File: src/rtl/reg_arb_pkg.sv
// Shared definitions for the register write arbiter: requester count, data
// width, FSM state encoding, reset values and a one-hot grant helper.
// Ports: none (package only).
package reg_arb_pkg;

    localparam int N_REQ = 4;
    localparam int W     = 8;

    typedef enum logic [1:0] {
        IDLE  = 2'b00,
        WRITE = 2'b01,
        ACK   = 2'b10
    } state_t;

    // last starts at 3 so requester 0 wins the first arbitration after reset
    localparam logic [1:0]   LAST_RESET = 2'd3;
    localparam logic [W-1:0] Q_RESET    = '0;

    function automatic logic [N_REQ-1:0] onehot4(input logic [1:0] idx);
        logic [N_REQ-1:0] v;
        v      = '0;
        v[idx] = 1'b1;
        return v;
    endfunction

endpackage

File: src/rtl/reg_write_arbiter_rr_pick4.sv
// Combinational round-robin picker for four requesters.
// Ports:
//   req   [3:0]  request vector
//   last  [1:0]  index of the previously served requester
//   valid        at least one request present
//   idx   [1:0]  first set bit searching upward from last+1, wrapping
module rr_pick4 (
    input  logic [3:0] req,
    input  logic [1:0] last,
    output logic       valid,
    output logic [1:0] idx
);

    logic [1:0] cand;
    logic       found;

    // Walk last+1, last+2, last+3, last (2-bit wrap) and keep the first hit,
    // so the most recently served requester has the lowest priority.
    always_comb begin
        valid = |req;
        idx   = last;
        cand  = last;
        found = 1'b0;
        for (int k = 1; k <= 4; k++) begin
            cand = last + 2'(k);
            if (!found && req[cand]) begin
                idx   = cand;
                found = 1'b1;
            end
        end
    end

endmodule

File: src/rtl/reg_write_arbiter.sv
// Round-robin arbiter letting four requesters write one shared register.
// Each transaction takes IDLE (arbitrate) -> WRITE (load Q) -> ACK (pulse ack).
// Ports:
//   CLK, RST            clock, asynchronous active-high reset
//   req   [N_REQ-1:0]   level write requests
//   data0..data3 [W-1:0] per-requester write data
//   ack   [N_REQ-1:0]   one-hot write-done pulse to the granted requester
//   Q     [W-1:0]       shared register contents
//   owner [1:0]         current or last granted requester
//   busy                FSM not in IDLE
//   wr_count [7:0]      completed writes, wrapping
module reg_write_arbiter #(
    parameter int N_REQ = reg_arb_pkg::N_REQ,
    parameter int W     = reg_arb_pkg::W
) (
    input  logic             CLK,
    input  logic             RST,
    input  logic [N_REQ-1:0] req,
    input  logic [W-1:0]     data0,
    input  logic [W-1:0]     data1,
    input  logic [W-1:0]     data2,
    input  logic [W-1:0]     data3,
    output logic [N_REQ-1:0] ack,
    output logic [W-1:0]     Q,
    output logic [1:0]       owner,
    output logic             busy,
    output logic [7:0]       wr_count
);

    import reg_arb_pkg::*;

    state_t       state;
    logic [1:0]   last;
    logic         pick_valid;
    logic [1:0]   pick_idx;
    logic         wr_en;
    logic [W-1:0] wr_d;

    rr_pick4 u_pick (
        .req   (req),
        .last  (last),
        .valid (pick_valid),
        .idx   (pick_idx)
    );

    // Write port of the shared register: only the granted requester's data
    // is selected, and only while in WRITE.
    always_comb begin
        wr_en = (state == WRITE);
        case (owner)
            2'd0:    wr_d = data0;
            2'd1:    wr_d = data1;
            2'd2:    wr_d = data2;
            default: wr_d = data3;
        endcase
    end

    // Shared register; reset clears it even mid-transaction so an aborted
    // write never leaves data behind.
    always_ff @(posedge CLK or posedge RST) begin
        if (RST) begin
            Q <= Q_RESET;
        end else if (wr_en) begin
            Q <= wr_d;
        end
    end

    // Transaction FSM. The grant is held in owner for the whole transaction,
    // so dropping req after the grant cannot cancel the write or the ack.
    // last only advances in ACK, which makes a still-asserted req of the
    // just-served requester rank lowest in the following IDLE cycle.
    always_ff @(posedge CLK or posedge RST) begin
        if (RST) begin
            state    <= IDLE;
            ack      <= '0;
            owner    <= 2'd0;
            last     <= LAST_RESET;
            wr_count <= 8'd0;
        end else begin
            case (state)
                IDLE: begin
                    ack <= '0;
                    if (pick_valid) begin
                        owner <= pick_idx;
                        state <= WRITE;
                    end
                end
                WRITE: begin
                    ack   <= onehot4(owner);
                    state <= ACK;
                end
                ACK: begin
                    ack      <= '0;
                    last     <= owner;
                    wr_count <= wr_count + 8'd1;
                    state    <= IDLE;
                end
                default: begin
                    ack   <= '0;
                    state <= IDLE;
                end
            endcase
        end
    end

    assign busy = (state != IDLE);

endmodule

File: config.mk
export PLATFORM = sky130hd
export DESIGN_NAME = reg_write_arbiter
export DESIGN_NICKNAME = d
export VERILOG_FILES = /design/src/rtl/reg_arb_pkg.sv /design/src/rtl/reg_write_arbiter_rr_pick4.sv /design/src/rtl/reg_write_arbiter.sv
export SDC_FILE = /design/constraint.sdc
export NUM_CORES = 1
export LEC_CHECK = 0
export ABC_AREA = 1
export BUFFER_PORTS_ARGS = -buffer_cell sky130_fd_sc_hd__clkbuf_2
export CAP_MARGIN = 40
export CORE_MARGIN = 4
export CORE_UTILIZATION = 47
export DETAILED_ROUTE_END_ITERATION = 10
export HOLD_SLACK_MARGIN = 0.06
export PLACE_DENSITY_LB_ADDON = 0.3
export REMOVE_ABC_BUFFERS = 1
export SYNTH_ARGS = -nofsm -noshare
export SYNTH_HDL_FRONTEND = slang
export SYNTH_SLANG_ARGS = --single-unit
File: constraint.sdc
create_clock -name CLK -period 1.9 [get_ports CLK]
set_clock_uncertainty 0.15 [all_clocks]
set_input_delay 0.095 -clock CLK [delete_from_list [all_inputs] [get_ports CLK]]
set_output_delay 0.095 -clock CLK [all_outputs]
set_load 0.05 [all_outputs]
### Word-level counts from Yosys, hierarchy flattened

Cells that the tools add are included.
W data, S select, Z words.

* bits of input ports: 38
* register bits: 26

* reduce and logical (&&, ||, !) cells: 12
* $lt $le $gt $ge: 6
* eq/ne operators: 5
* multiplexer cells: 21
* $add $sub $neg: 4

Operators by type and width (count)
* $pmux W8 S3: 1
* $lt A2 B3 Y1 const B: 5
* $mux W2: 5
* $add A8 B1 Y8 const B: 1
* $bmux W1 S2: 4
* $mux W1: 8
* $add A2 B2 Y2 const B: 2
* $eq A2 B1 Y1 const B: 2
* $eq A2 B2 Y1 const B: 2
* $logic_and A1 B1 Y1: 4
* $logic_not A2 Y1: 2
* $mux W4: 1
* $pmux W2 S2: 1
* $reduce_or A4 Y1: 1
* $logic_not A1 Y1: 3
* $add A2 B1 Y2 const B: 1
* $demux W1 S2: 1
* $ge A2 B1 Y1 const B: 1
* $ne A2 B2 Y1 const B: 1
* $reduce_and A2 Y1: 1
* $reduce_bool A2 Y1: 1

### Depth between registers and ports, before layout

Gate-level depths: netlist (run 1).

* word-level depth: 13
* gate-level depth with buffers: 12

### Modules after synthesis

From an unflattened synthesis (run 1), not the netlist that was laid out.

* cells, all modules: 211
* area, all modules: 1521.5 sq um

By module, submodules not included
* reg_write_arbiter: times used 1, cells an instance 167, area each 1267.5 sq um
* rr_pick4: times used 1, cells an instance 44, area each 254.0 sq um

### Least setup slack after synthesis (run 1)

OpenSTA, ideal clock, no wires.

* kind: register to register
* start point: register wr_count[2]
* end point: register wr_count[7]
* period minus slack after synthesis: 1.732 ns
* slack: 0.168 ns
* arrival: 1.442 ns
* data required time: 1.610 ns
* setup time: 0.140 ns
* stages on the path, launching flop included: 6
* path through: dfrtp_1 nand2_1 nor3_4 nand3_2 nand3b_4 xnor2_1

* word-level cells in the longest chain between the ends: 1

Ends and longest elaborated chain
* start: declaration: RTL line reg_write_arbiter.sv:27 `output logic [7:0] wr_count`
* start signal: assignment: RTL line reg_write_arbiter.sv:95 `wr_count <= wr_count + 8'd1;`
* $add A8 B1 Y8: RTL line reg_write_arbiter.sv:95

No other way between the ends.
A chain may end at the register's enable or synchronous reset.

### Worst setup path in the final report (run 1)

* start point: input req[2]
* end point: register owner[1]

* word-level cells in the longest chain between the ends: 12
* elaborated cells on any way between the ends: 23
* those cells by class: 15 x mux; 8 x reduce/logical

Ends and longest elaborated chain
* start: declaration: RTL line reg_write_arbiter.sv:18 `input logic [N_REQ-1:0] req,`
* $bmux W1 S2: RTL line reg_write_arbiter_rr_pick4.sv:26 `if (!found && req[cand]) begin`
* $mux W1 (not written as such): RTL line reg_write_arbiter_rr_pick4.sv:26
* $mux W1: RTL line reg_write_arbiter_rr_pick4.sv:26
* $logic_not A1 Y1: RTL line reg_write_arbiter_rr_pick4.sv:26
* $logic_and A1 B1 Y1: RTL line reg_write_arbiter_rr_pick4.sv:26
* $mux W1: RTL line reg_write_arbiter_rr_pick4.sv:26
* $logic_not A1 Y1: RTL line reg_write_arbiter_rr_pick4.sv:26
* $logic_and A1 B1 Y1: RTL line reg_write_arbiter_rr_pick4.sv:26
* $mux W1: RTL line reg_write_arbiter_rr_pick4.sv:26
* $logic_not A1 Y1: RTL line reg_write_arbiter_rr_pick4.sv:26
* $logic_and A1 B1 Y1: RTL line reg_write_arbiter_rr_pick4.sv:26
* $mux W2: RTL line reg_write_arbiter_rr_pick4.sv:26
* end signal: assignment: RTL line reg_write_arbiter.sv:84 `owner <= pick_idx;`
* end: declaration: RTL line reg_write_arbiter.sv:25 `output logic [1:0] owner,`

Parallel ways exist; a longest one is shown, timed or not. The select of a mux whose other input is x is not followed.

==> results of run 1 <==
## metal layers
metal	part of all wire	routed length, um	GRT usage	vias up
met1	0.35	1660	0.251	760
met4	0.065	305	0.179	0
met2	0.52	2440	0.415	81
met3	0.060	280	0.0791	39
met5	0	0	0	-
li1	-	-	-	767
## worst max-delay path, cell delays in order
cell and delay, ns:
sky130_fd_sc_hd__dlygate4sd3_1 0.52, sky130_fd_sc_hd__clkbuf_2 0.12, sky130_fd_sc_hd__nor4_1 0.04, sky130_fd_sc_hd__dlygate4sd3_1 0.56, sky130_fd_sc_hd__nor2_1 0.21, sky130_fd_sc_hd__inv_1 0.10
sky130_fd_sc_hd__nand2_1 0.08, sky130_fd_sc_hd__nand2_1 0.05
## stage by stage
stage,hold WS [ns],cells
6_report,0.125,305
4_1_cts,0.133,304
3_5_place_dp,0.00315,265
2_1_floorplan,-0.0165,170
5_1_grt,0.172,305
3_3_place_gp,-0.00708,265
## state kept, by name, summed over array words and instances (netlist names)
signal and count:
state 2, Q 8, owner 2, wr_count 8
last 2, ack 4
## worst max-delay path by stage
stage	startpoint	end	slack, ns	cells after the start
2_1_floorplan	owner[1]$_DFFE_PP0P_	Q[3]$_DFFE_PP0P_	0.09	7
3_3_place_gp	last[0]$_DFFE_PP1N_	owner[1]$_DFFE_PP0P_	0.33	11
3_5_place_dp	last[0]$_DFFE_PP1N_	owner[1]$_DFFE_PP0P_	0.27	11
4_1_cts	req[2]	owner[1]$_DFFE_PP0P_	0.22	8
5_1_grt	last[0]$_DFFE_PP1N_	owner[1]$_DFFE_PP0P_	0.13	11
6_report	req[2]	owner[1]$_DFFE_PP0P_	0.21	8
## placed cells by master, fill, tap and decap left out, drive strengths merged, types with 2 or more instances in the layout
cell type    instances
nand2               65
clkbuf              63
dlygate4sd3         35
dfrtp               24
nand3               17
nor2                13
inv                 10
a21oi                9
a31oi                8
o21ai                5
xor2                 4
buf                  4
xnor2                3
nor3                 3
dfstp                2
## area by class of cell
class	count	area, um2	area share
multi-input cells	133	691	0.318
clock inverters	1	30.0	0.0138
flip-flops and latches	26	653	0.301
inverters	11	51.3	0.0236
well taps	31	38.8	0.0179
repair buffers	99	681	0.314
clock buffers	3	22.5	0.0104
diodes	1	2.50	0.00115
## report_power, final
part / switching [mW] / total (mW) / internal [mW]
Clock: 0.169 / 0.382 / 0.214
Combinational: 1.67 / 2.33 / 0.661
Sequential: 0.241 / 1.04 / 0.801
Total: 2.08 / 3.75 / 1.68
## cell families after synthesis
family,count (synthesis),share of synthesized area
buffers and inverters,16,0.0562
AND/OR/NAND/NOR,102,0.341
multiplexers,1,0.00791
flip-flops,26,0.459
AO/OA/AOI/OAI,22,0.0844
XOR/XNOR,7,0.0431
adder cells (fa/ha/maj),1,0.00879
==> results.py, run 1 <==
metrics = {
    "run_status": {
        "status": "complete, no violations",
    },
    "global_routing": {
        "gr_ovfl_total": 0,
        "first_pass_grt_wire_length_mm": 7.57,
        "grtUsageTotal": 0.245,
        "grt_pass1_vias": 1678,
        "maximum_number_of_pins_on_one_net_before_global_route_repair": 27,
        "antenna_found_initial": 1,
    },
    "clocking": {
        "clock-root-buffer": "sky130_fd_sc_hd__clkbuf_4",
        "clock_sinks": 26,
        "cts_tree": "built",
        "cts.clk_slew.worst_paths_ns": 0.14,
        "clock_tree.htree_level_count": 1,
        "cts_buffer_depth": 2,
        "cts-resized-gates": 0,
        "postCtsSetupRepairBufs": 0,
        "clock_latency_of_the_later_clocked_register_in_the_worst_skew_pair_ns": 0.33,
        "hold_buffers": 35,
        "cts_inserted_buffers": 3,
    },
    "worst_setup_path": {
        "worstSetupEndpointType": "flop",
        "timing.critical_path.from_type": "input port",
        "critical_path_required_ns": 1.99,
        "rr_worst_depth": 11,
        "critPathMaxFanout": 4,
        "setup.reg_to_reg.worst_slack_ns": 0.24,
        "arrival_ns": 1.78,
        "reg2reg_to": "owner[1]$_DFFE_PP0P_",
        "regToRegStartpoint": "last[0]$_DFFE_PP1N_",
        "worstSetupPathType": "input port to flop",
    },
    "yosys": {
        "synth_async_sr_flop_share": 1.00,
        "netlist_area_um2": 1420,
        "synth.distinct_cells": 31,
        "synthCells": 175,
        "synth.largest_area_cell": "sky130_fd_sc_hd__dfrtp_1",
        "synth_edf_count": 0,
        "ys_seq_elements": 26,
        "ys_top_cells_by_count": "sky130_fd_sc_hd__nand2_1 (57), sky130_fd_sc_hd__dfrtp_1 (24), sky130_fd_sc_hd__nand3_1 (15), sky130_fd_sc_hd__nor2_1 (11), sky130_fd_sc_hd__a21oi_1 (9)",
        "ys_warn_count": 0,
        "synthFlopType": "sky130_fd_sc_hd__dfrtp_1",
        "ys_seq_area_frac": 0.459,
        "cells_taking_the_most_area_after_synthesis": "sky130_fd_sc_hd__dfrtp_1 (42%), sky130_fd_sc_hd__nand2_1 (15%), sky130_fd_sc_hd__nand3_1 (5.3%), sky130_fd_sc_hd__dfstp_2 (3.7%), sky130_fd_sc_hd__a31oi_1 (3.5%)",
        "yosys.area.top_type_share": 0.422,
        "synth.most_common_cell": "sky130_fd_sc_hd__nand2_1",
        "synth.avg_cell_area_um2": 8.14,
    },
    "hold_path": {
        "hold_depth": 7,
        "hold_path_startpoint": "req[3]",
        "hp-class": "input port to flop",
        "hold_path_end": "owner[1]$_DFFE_PP0P_",
    },
    "drt": {
        "post_drt_wl_per_cell_um": 15.4,
        "first_pass_iters": 4,
        "totalWireLength_mm": 4.69,
        "post-route-drc-count": 0,
        "drtAntennaViolNets": 0,
        "detail_route.vias_per_cell": 5.40,
        "detailedRoute.firstIterationViolations": 126,
        "via_count": 1647,
    },
    "flow_run": {
        "max-cap-violations": 0,
    },
    "sta": {
        "final_min_period_over_clock_period": 0.889,
        "final-hold-violation-count": 0,
        "worst_slew_pin_slew_ns": 0.395,
        "setup_violations": 0,
        "maximum_clock_frequency_mhz": 592,
        "worst_slew_margin": 0.736,
        "slew_viol_final": 0,
        "grt_setup_unrepaired": "no",
        "timing.final.ws_setup_ns": 0.210,
        "finalCriticalPeriod_ns": 1.69,
        "fin_setup_tns_ns": 0,
    },
    "placement": {
        "place.port_buffers": 60,
        "postPlaceCellArea_um2": 1760,
        "detailed_place_hpwl_mm": 2.67,
        "pre_cts_slack_ns": 0.274,
        "routabilityCongestion": 0.876,
    },
    "floorplan": {
        "placeableCoreArea_um2": 2830,
        "die_y_um": 63.0,
        "io-pin-count": 61,
        "design.die.area_um2": 3970,
        "row_count": 19,
        "die_span_x_um": 63.0,
        "starting_utilization_of_the_core_area": 0.503,
    },
    "final_layout": {
        "filler_cell_count": 184,
        "layout.nets": 313,
        "post-route-cell-area_um2": 2170,
        "layout-area-overhead-vs-synth_pct": 52.4,
        "post-route-util": 0.767,
        "layout-drive-gt1-share": 0.322,
    },
    "power_and_ir_drop": {
        "ir_worst_vdd_uv": 1120,
        "leakagePower_nw": 1.15,
        "cellPowerDensity_nw_per_um2": 1730,
        "total_power_mw": 3.75,
    },
}
(Power assumes the default switching activity.)
==> run 2: changes to the inputs <==
--- a/config.mk
+++ b/config.mk
@@ -5,11 +5,10 @@
 export SDC_FILE = /design/constraint.sdc
 export NUM_CORES = 1
 export LEC_CHECK = 0
-export ABC_AREA = 1
 export BUFFER_PORTS_ARGS = -buffer_cell sky130_fd_sc_hd__clkbuf_2
 export CAP_MARGIN = 40
 export CORE_MARGIN = 4
-export CORE_UTILIZATION = 47
+export CORE_UTILIZATION = 45
 export DETAILED_ROUTE_END_ITERATION = 10
 export HOLD_SLACK_MARGIN = 0.06
 export PLACE_DENSITY_LB_ADDON = 0.3
==> constraint.sdc (replaced) <==
create_clock -name CLK -period 1.7 [get_ports CLK]
set_clock_uncertainty 0.15 [all_clocks]
set_input_delay 0.085 -clock CLK [delete_from_list [all_inputs] [get_ports CLK]]
set_output_delay 0.085 -clock CLK [all_outputs]
set_load 0.05 [all_outputs]
==> run 2 against run 1 <==
Wire length shrank 35%. Critical path depth down 5. Synthesized cell count down 47%. Sequential cell count did not move. First-iteration DRC count down 80%. Utilization is 10 points lower. Worst hold slack lost 0.063 ns. Total power is 7.7% lower. Register-to-register slack worse by 0.16 ns. Final area fell by 16%. Sequential share of layout area increased by 5.8 points. Non-clock buffer count is 19 lower. Critical path type is now flop to flop. Highest routed layer unchanged.
==> results.py, run 2 <==
metrics = {
    "run_status": {
        "status": "complete, no violations",
    },
    "yosys": {
        "synth.avg_cell_area_um2": 14.0,
        "fraction_of_synthesized_cell_area_in_xor_and_xnor_cells": 0.0477,
        "ys_seq_elements": 26,
        "synth.most_common_cell": "sky130_fd_sc_hd__dfrtp_1",
        "synthCells": 92,
        "cells_taking_the_most_area_after_synthesis": "sky130_fd_sc_hd__dfrtp_1 (47%), sky130_fd_sc_hd__mux4_2 (8.8%), sky130_fd_sc_hd__mux4_1 (6.1%), sky130_fd_sc_hd__mux2_4 (5.8%), sky130_fd_sc_hd__mux2_2 (5.3%)",
        "combinational_family_with_the_most_area_after_synthesis": "multiplexers",
        "synth.mux.area_fraction": 0.268,
        "synth_simple_gate_area_frac": 0.0906,
        "synth_async_sr_flop_share": 1.00,
        "synth.distinct_cells": 32,
        "synth_edf_count": 0,
        "synthFlopType": "sky130_fd_sc_hd__dfrtp_1",
        "ys_warn_count": 0,
        "ys_top_cells_by_count": "sky130_fd_sc_hd__dfrtp_1 (24), sky130_fd_sc_hd__nand2_1 (7), sky130_fd_sc_hd__mux2_2 (6), sky130_fd_sc_hd__xnor2_1 (6)",
        "ys_seq_area_frac": 0.508,
        "yosys.area.top_type_share": 0.467,
        "netlist_area_um2": 1280,
        "synth.largest_area_cell": "sky130_fd_sc_hd__dfrtp_1",
        "compound_cell_area_share_of_the_yosys_netlist": 0.0458,
        "synth-adder-area-share": 0.00974,
    },
    "floorplan": {
        "placeableCoreArea_um2": 2730,
        "design.die.area_um2": 3770,
        "row_count": 19,
        "io-pin-count": 61,
        "die_y_um": 61.4,
        "die_span_x_um": 61.4,
        "starting_utilization_of_the_core_area": 0.470,
    },
    "sta": {
        "slew_viol_final": 0,
        "maximum_clock_frequency_mhz": 616,
        "worst_slew_margin": 0.659,
        "timing.final.ws_setup_ns": 0.0762,
        "worst_slew_pin_slew_ns": 0.512,
        "final_min_period_over_clock_period": 0.955,
        "fin_setup_tns_ns": 0,
        "grt_setup_unrepaired": "no",
        "final-hold-violation-count": 0,
        "finalCriticalPeriod_ns": 1.62,
        "hold_slack_ns": 0.0621,
        "setup_violations": 0,
    },
    "drt": {
        "detail_route.vias_per_cell": 5.13,
        "totalWireLength_mm": 3.06,
        "first_pass_iters": 3,
        "post-route-drc-count": 0,
        "drtAntennaViolNets": 0,
        "detailedRoute.firstIterationViolations": 25,
        "post_drt_wl_per_cell_um": 15.1,
        "via_count": 1041,
    },
    "power_and_ir_drop": {
        "cellPowerDensity_nw_per_um2": 1910,
        "leakagePower_nw": 0.903,
        "total_power_mw": 3.46,
        "ir_worst_vdd_uv": 1320,
    },
    "clocking": {
        "cts_buffer_depth": 2,
        "clock_sinks": 26,
        "postCtsSetupRepairBufs": 0,
        "clock-root-buffer": "sky130_fd_sc_hd__clkbuf_4",
        "cts_tree": "built",
        "clock_tree.htree_level_count": 1,
        "clock_latency_of_the_later_clocked_register_in_the_worst_skew_pair_ns": 0.31,
        "cts_inserted_buffers": 3,
        "cts.clk_slew.worst_paths_ns": 0.13,
    },
    "worst_setup_path": {
        "critPathMaxFanout": 6,
        "critical_path_required_ns": 1.76,
        "timing.critical_path.buf_inv": 1,
        "top_family_by_delay_on_critical_path": "multiplexers",
        "worstSetupPathType": "flop to flop",
        "timing.critical_path.from_type": "flop",
        "setup.reg_to_reg.worst_slack_ns": 0.08,
        "timing.critical_path.cells": "buf_4, mux4_1, mux2_2",
        "worst_path_largest_cell_delay_ns": 0.56,
        "worstSetupEndpointType": "flop",
        "critical_path.slowest_cell": "sky130_fd_sc_hd__mux4_1",
        "arrival_ns": 1.69,
    },
    "placement": {
        "routabilityCongestion": 0.761,
        "detailed_place_hpwl_mm": 2.12,
        "place.port_buffers": 60,
        "place_inst": 183,
        "pre_cts_slack_ns": 0.0930,
    },
    "global_routing": {
        "first_pass_grt_wire_length_mm": 4.86,
        "grt_pass1_vias": 1045,
        "maximum_number_of_pins_on_one_net_before_global_route_repair": 15,
        "gr_ovfl_total": 0,
        "antenna_found_initial": 0,
        "grtUsageTotal": 0.177,
    },
    "flow_run": {
        "max-cap-violations": 0,
    },
    "final_layout": {
        "layout-drive-gt1-share": 0.506,
        "layout-area-overhead-vs-synth_pct": 41.4,
        "layout_commonest_cell": "sky130_fd_sc_hd__clkbuf_2",
        "post_layout_nonfiller_instances": 203,
        "reg_top3": "Q x8, wr_count x8, ack x4",
        "most-common-layout-cells": "sky130_fd_sc_hd__clkbuf_2 (60), sky130_fd_sc_hd__dfrtp_1 (24), sky130_fd_sc_hd__dlygate4sd3_1 (16), sky130_fd_sc_hd__nand2_1 (7)",
        "filler_cell_count": 220,
        "layout.nets": 212,
        "antenna-diode-count": 0,
    },
    "hold_path": {
        "hp-class": "input port to flop",
    },
}
## run 2: changes by cell type after synthesis, moves of 7 or more
cell	change
sky130_fd_sc_hd__nor2_1	-7
sky130_fd_sc_hd__a21oi_1	-9
sky130_fd_sc_hd__nand2_1	-50
sky130_fd_sc_hd__a31oi_1	-8
sky130_fd_sc_hd__nand2_2	-8
sky130_fd_sc_hd__nand3_1	-15
## run 2: final timing paths
check,from,to,cells past startpoint
worst max-delay path,owner[0]$_DFFE_PP0P_,Q[6]$_DFFE_PP0P_,3
worst min-delay path,data1[7],Q[7]$_DFFE_PP0P_,3
worst max register to register,owner[0]$_DFFE_PP0P_,Q[6]$_DFFE_PP0P_,3
worst min register to register,wr_count[7]$_DFFE_PP0N_,wr_count[7]$_DFFE_PP0N_,1
max in group asynchronous,RST,Q[1]$_DFFE_PP0P_,4
min in group asynchronous,RST,state[0]$_DFFE_PP0P_,3
## run 2: layout make-up
type                            instances  area (um2)  share of cell area
Sequential cell                        26         653               0.360
Multi-Input combinational cell         58         593               0.326
Timing Repair Buffer                   80         490               0.270
Tap cell                               31        38.8              0.0213
Clock buffer                            4        26.3              0.0145
Inverter                                4        15.0             0.00826
## run 2: per-layer routing
metal	GRT usage	vias to the layer above	part of all wire
li1	-	503	-
met1	0.222	504	0.42
met2	0.320	30	0.51
met3	0.0252	4	0.062
met4	0.0455	0	0.0082
met5	0	-	0
## run 2: repair_timing
action,in CTS,in global routing
gates resized for setup,0,0
hold endpoints to repair,33,0
hold buffers,16,0
## run 2: worst reg2reg max path, cell delays in order (launching register included)
cell	delay, ns
sky130_fd_sc_hd__dfrtp_1	0.38
sky130_fd_sc_hd__buf_4	0.17
sky130_fd_sc_hd__mux4_1	0.56
sky130_fd_sc_hd__mux2_2	0.27
## run 2: power breakdown
part | internal [mW] | switching, mW | total (mW)
Combinational | 0.789 | 1.27 | 2.06
Clock | 0.0916 | 0.169 | 0.260
Sequential | 0.896 | 0.247 | 1.14
Total | 1.78 | 1.69 | 3.46
## run 2: through the flow
stage / instance area (um2) / util
global route: 1820 / 0.665
finish: 1820 / 0.665
global placement: 1630 / 0.596
CTS: 1820 / 0.665
floorplan: 1260 / -
detailed placement: 1630 / 0.596
## run 2: cells by family after synthesis
kind of cell,count (synthesis)
fa+ha+maj,1
compound gates,8
simple gates,22
mux,20
flops,26
xor+xnor,7
buf+inv,8
